$ cat config.mk
export PLATFORM = sky130hd
export DESIGN_NAME = linebuf_rdctl
export DESIGN_NICKNAME = d
export VERILOG_FILES = /design/src/rtl/linebuf_rdctl_pkg.sv /design/src/rtl/linebuf_rdctl_pix_counter.sv /design/src/rtl/linebuf_rdctl.sv
export SDC_FILE = /design/constraint.sdc
export NUM_CORES = 1
export LEC_CHECK = 0
export BUFFER_PORTS_ARGS = -buffer_cell sky130_fd_sc_hd__buf_2
export CORE_UTILIZATION = 40
export DETAILED_ROUTE_END_ITERATION = 8
export SETUP_SLACK_MARGIN = 0.1
export SLEW_MARGIN = 20
export SYNTH_ARGS = -nofsm -noshare
export SYNTH_HDL_FRONTEND = slang
export SYNTH_HIERARCHICAL = 1
export SYNTH_SLANG_ARGS = --single-unit
$ cat constraint.sdc
create_clock -name clk -period 2.9 [get_ports clk]
set_input_delay 0.87 -clock clk [delete_from_list [all_inputs] [get_ports clk]]
set_output_delay 0.87 -clock clk [all_outputs]
set_load 0.01 [all_outputs]
$ cat src/rtl/linebuf_rdctl_pkg.sv
// Shared defaults, FSM encoding and window tag for the linebuf read controller.
// Optional stride-2 windowing is enabled with LINEBUF_RDCTL_STRIDE2_EN.
package linebuf_rdctl_pkg;

    localparam int DWIDTH_DEF = 16;
    localparam int AWIDTH_DEF = 12;
    localparam int IMG_W_DEF  = 12;
    localparam int IMG_H_DEF  = 8;
    localparam int CNT_W      = 8;

    typedef enum logic [1:0] {
        IDLE  = 2'd0,
        READ  = 2'd1,
        DRAIN = 2'd2,
        DONE  = 2'd3
    } state_t;

    typedef struct packed {
        logic       issued;
        logic       row_ok;
        logic       col_ok;
        logic [3:0] row;
        logic [3:0] col;
    } tag_t;

    // Tag for the pixel just issued; row/col are relative to the window origin.
    function automatic tag_t make_tag(
        input logic             issued,
        input logic [CNT_W-1:0] row,
        input logic [CNT_W-1:0] col
    );
        tag_t t;
        t = '0;
        if (issued) begin
            t.issued = 1'b1;
            t.row_ok = row >= CNT_W'(4);
            t.col_ok = col >= CNT_W'(4);
            t.row    = 4'(row - CNT_W'(4));
            t.col    = 4'(col - CNT_W'(4));
        end
        return t;
    endfunction

endpackage

$ cat src/rtl/linebuf_rdctl_pix_counter.sv
// Raster row/col counter for the linebuf read controller.
// Column wraps at IMG_W-1; last flags the final pixel of the frame.
module pix_counter
    import linebuf_rdctl_pkg::*;
#(
    parameter int IMG_W = IMG_W_DEF,
    parameter int IMG_H = IMG_H_DEF
) (
    input  logic             clk,
    input  logic             rst,
    input  logic             clr,
    input  logic             en,
    output logic [CNT_W-1:0] row,
    output logic [CNT_W-1:0] col,
    output logic             last
);

    logic col_end;

    assign col_end = col == CNT_W'(IMG_W - 1);
    assign last    = col_end && (row == CNT_W'(IMG_H - 1));

    always_ff @(posedge clk or posedge rst) begin
        if (rst) begin
            row <= '0;
            col <= '0;
        end else if (clr) begin
            row <= '0;
            col <= '0;
        end else if (en) begin
            if (col_end) begin
                col <= '0;
                row <= last ? '0 : row + CNT_W'(1);
            end else begin
                col <= col + CNT_W'(1);
            end
        end
    end

endmodule

$ cat src/rtl/linebuf_rdctl.sv
// Read-address sequencer feeding a 5x5 linebuf, with aligned window-valid tags.
// Define LINEBUF_RDCTL_STRIDE2_EN to keep only even-aligned windows.
module linebuf_rdctl
    import linebuf_rdctl_pkg::*;
#(
    parameter int DWIDTH = DWIDTH_DEF,
    parameter int AWIDTH = AWIDTH_DEF,
    parameter int IMG_W  = IMG_W_DEF,
    parameter int IMG_H  = IMG_H_DEF
) (
    input  logic              clk,
    input  logic              rst,
    input  logic              start,
    input  logic [AWIDTH-1:0] base_addr,
    output logic [AWIDTH-1:0] read_addr,
    output logic              read_en,
    output logic              win_valid,
    output logic [3:0]        win_row,
    output logic [3:0]        win_col,
    output logic              busy,
    output logic              done
);

    if (DWIDTH < 1 || IMG_H < 5) begin : g_cfg_bad
        $error("linebuf_rdctl: bad DWIDTH/IMG_H");
    end

    state_t           state;
    logic             drain_cnt;
    logic [CNT_W-1:0] row;
    logic [CNT_W-1:0] col;
    logic             last;
    logic             cnt_clr;
    logic             cnt_en;
    tag_t             tag_q;
    logic             win_ok;

    assign cnt_clr = (state == IDLE) && start;
    assign cnt_en  = state == READ;

    pix_counter #(
        .IMG_W(IMG_W),
        .IMG_H(IMG_H)
    ) u_pix_counter (
        .clk (clk),
        .rst (rst),
        .clr (cnt_clr),
        .en  (cnt_en),
        .row (row),
        .col (col),
        .last(last)
    );

    always_ff @(posedge clk or posedge rst) begin
        if (rst) begin
            state     <= IDLE;
            read_addr <= '0;
            read_en   <= 1'b0;
            busy      <= 1'b0;
            done      <= 1'b0;
            drain_cnt <= 1'b0;
        end else begin
            unique case (state)
                IDLE: begin
                    if (start) begin
                        state     <= READ;
                        read_addr <= base_addr;
                        read_en   <= 1'b1;
                        busy      <= 1'b1;
                    end
                end
                READ: begin
                    if (last) begin
                        state     <= DRAIN;
                        read_en   <= 1'b0;
                        drain_cnt <= 1'b0;
                    end else begin
                        read_addr <= read_addr + AWIDTH'(1);
                    end
                end
                DRAIN: begin
                    if (drain_cnt) begin
                        state <= DONE;
                        done  <= 1'b1;
                    end else begin
                        drain_cnt <= 1'b1;
                    end
                end
                DONE: begin
                    state <= IDLE;
                    done  <= 1'b0;
                    busy  <= 1'b0;
                end
            endcase
        end
    end

`ifdef LINEBUF_RDCTL_STRIDE2_EN
    assign win_ok = tag_q.issued && tag_q.row_ok && tag_q.col_ok &&
                    !tag_q.row[0] && !tag_q.col[0];
`else
    assign win_ok = tag_q.issued && tag_q.row_ok && tag_q.col_ok;
`endif

    // Two stages: memory latency plus the write into the linebuf newest tap.
    always_ff @(posedge clk or posedge rst) begin
        if (rst) begin
            tag_q     <= '0;
            win_valid <= 1'b0;
            win_row   <= '0;
            win_col   <= '0;
        end else begin
            tag_q     <= make_tag(state == READ, row, col);
            win_valid <= win_ok;
            win_row   <= tag_q.row;
            win_col   <= tag_q.col;
        end
    end

endmodule

==> metrics.md <==
| Metric | Value |
|---|---|
| Status | `finished, final reports clean` |
| Static Leak | `1.47 nW` |
| Fin Setup TNS | `0 ns` |
| Remaining DRCs | `0` |
| Synth top area cells | `dfrtp_1, ha_1, nor2_1, inv_1, nand2_1` |
| Placer's final routability congestion estimate | `0.798` |
| Relative max-transition margin | `56.2%` |
| Core area | `6830 sq um` |
| Util after Layout | `47.1%` |
| Synth Register Bits | `54` |
| CTS H-tree depth | `2` |
| Ant diodes | `0` |
| VDD IR max | `0.312 mV` |
| CTS tree | `done` |
| DP HPWL | `4.09 mm` |
| Reg2reg end | `read_addr[5]` |
| TritonCTS Buffers | `5` |
| Flop-to-flop setup slack | `0.36 ns` |
| DIE WIDTH | `86.2 um` |
| Simple-Gate Fraction of Synth Area | `24.2%` |
| Max-slew violations | `0` |
| RSZ-0062 raised after global routing | `no` |
| Longest Clk Path Bufs | `2` |
| Post-synthesis adder-cell area fraction | `5.29%` |
| Compound-gate portion of the synthesized area | `14.1%` |
| Number of flops mapped to enable cells by yosys | `0` |
| Antenna Nets Post-Route | `0` |
| Synthesized instance count | `283` |
| Reg2Reg Depth | `7` |
| Clk_lat worst skew | `0.32 ns` |
| Vias/cell | `5.34` |
| First-pass DRT Iterations | `4` |
| Most frequent cell after synthesis | `dfrtp_1` |
| First-pass GRT wire length | `9.67 mm` |
| Hold Path Sink | `win_col[1]` |
| DR WL/cell | `13.6 um` |
| Skew final | `0.00792 ns` |
| Minimum clock period | `2.54 ns` |
| Synth unique cells | `54` |
| DRT iter0 DRCs | `99` |
| Via count | `2,233` |
| Largest family of logic cells by synthesized area | `simple AND/OR/NAND/NOR gates` |
| YS warnings | `6` |
| Fraction of layout cells with a size suffix above 1 | `20.5%` |
| Number of max-cap violations | `0` |
| Vias in the first global route | `2,037` |
| Post-CTS Setup Bufs | `0` |
| CTS sink count | `54` |
| Post-route total power | `2.73 mW` |
| Critical Path RT | `3.13 ns` |
| Worst EP arrival | `2.78 ns` |
| Leading area contributor after synthesis | `dfrtp_1` |
| Net Count, Synth | `310` |
| Top cell type's share of synthesized area | `47.6%` |
| Post-synth top cells | `dfrtp_1, nor2_1, inv_1, nand2_1, a21oi_1` |
| Worst Setup Path Type | `reg -> reg` |
| Worst-path clk slew | `0.11 ns` |
| Layout Nets | `348` |
| Synth Cell Area | `2840 sq um` |
| Post-synth ARST share | `100%` |
| Seq/Total Area, Yosys | `47.6%` |
| Multiplexer area fraction after synthesis | `3.39%` |
| Syn-to-layout area delta | `13.3%` |
| Initial antenna violation count | `0` |
| XOR/XNOR Fraction of Synth Area | `0.617%` |
| Final setup viols | `0` |
| Fill cell count | `695` |
| Port bufs | `38` |
| Largest net degree at the start of global routing | `39` |
| Tcrit/Tclk final | `87.7%` |
| Grt ovf | `0` |
| HP Start | `tag_q[1]` |
| Die ar. | `7440 sq um` |
| Clock root cell | `clkbuf_8` |
| Row count | `30` |
| Most common flop cell mapped by yosys | `dfrtp_1` |
| Power Dens Cells | `850 nW/um^2` |
| HP Class | `reg -> reg` |
| Setup crit end kind | `flip-flop` |
| Crit start category | `flip-flop` |
| Final-report hold violation count | `0` |
| CP max FO | `13` |
| Starting Density | `41.6%` |
| Die Ht | `86.2 um` |
| Worst hold stages | `0` |
| Worst-Margin Slew | `0.649 ns` |
| Fmax | `393 MHz` |
| Post-synthesis average cell area | `10.0 sq um` |
| Overall Global Routing Usage | `16.5%` |
| Detailed Route WL | `5.68 mm` |
| FF-to-FF Start | `u_pix_counter/col[0]` |
| Ports | `39` |
flip-flops by register name, summed over array words and instances (netlist names):
signal,cells
tag_q,11
win_row,4
read_addr,12
drain_cnt,1
win_valid,1
state,2
done,1
read_en,1
busy,1
u_pix_counter/row,8
u_pix_counter/col,8
win_col,4
how the worst max path moves through the flow:
| stage | startpoint | end | slack (ns) | cells after the start |
|---|---|---|---|---|
| floorplan | u_pix_counter/col[0] | state[1] | 0.47 | 8 |
| global placement | u_pix_counter/col[0] | read_addr[5] | 0.27 | 7 |
| detailed placement | u_pix_counter/col[0] | read_addr[5] | 0.20 | 7 |
| CTS | u_pix_counter/col[0] | read_addr[5] | 0.19 | 7 |
| global route | u_pix_counter/col[0] | read_addr[5] | 0.15 | 7 |
| finish | u_pix_counter/col[0] | read_addr[5] | 0.36 | 7 |
through the flow:
stage	setup WS, ns	cells	hold WS [ns]	instance area [sq um]
after global routing	0.146	418	0.367	3220
after floorplan	0.470	283	0.331	2840
after detailed placement	0.204	410	0.336	3120
final	0.356	418	0.355	3220
after global placement	0.269	410	0.332	3120
after CTS	0.187	418	0.360	3210
cells in the final DEF, fill, tap and decap left out, types with 3 or more instances in the layout:
master      n
mux2_2      3
a21oi_1    13
buf_4       5
o2111ai_1   3
clkbuf_8    5
and2_1      5
o21ai_0    12
nand4_1     5
or3_1      10
ha_1       12
nand3_1    11
inv_1      18
nor4_1      7
a22o_1      4
and3_1      3
nand2b_1    4
nor2_1     24
nor2b_1     6
nor3_1      7
o22ai_1     3
buf_2      38
o211ai_1    4
dfrtp_1    54
mux2i_1     4
nand2_1    18
or4_1       3
routing by layer:
metal  routed length, um  vias to the layer above  global-route usage (%)
met1                2810                     1069                    23.8
met3                 255                        6                    3.24
li1                    -                     1106                       -
met5                   0                        -                       0
met4                  79                        0                    5.61
met2                2530                       52                    24.7
layout make-up:
class                   count  area [sq um]  share of cell area (%)
well taps                  96           120                    3.73
flip-flops and latches     54          1350                    42.0
multi-input cells         199          1360                    42.1
inverters                  18          67.6                    2.10
clock buffers               5          68.8                    2.14
clock inverters             3          26.3                   0.817
repair buffers             43           228                    7.08
critical path: stages, from the launching register on:
cell and delay, ns:
dfrtp_1 0.44, ha_1 0.28, or4b_4 0.60, nor3_2 0.35
and2_4 0.22, or3_1 0.27, nor4_1 0.09, a211oi_1 0.22
power by group:
group,internal (mW),switching (mW)
combinational,0.479,0.670
sequential,0.952,0.187
clock,0.178,0.267
total,1.61,1.12
logic make-up after synthesis:
family          Yosys count
xor+xnor                  2
flops                    54
buf+inv                  30
compound gates           59
simple gates            117
fa+ha+maj                12
mux                       9
repair_timing:
item                       4_1_cts  5_1_grt
gates resized for setup          0        1
hold buffers                     0        0
setup endpoints to repair        0        8
(Power assumes the default switching activity.)
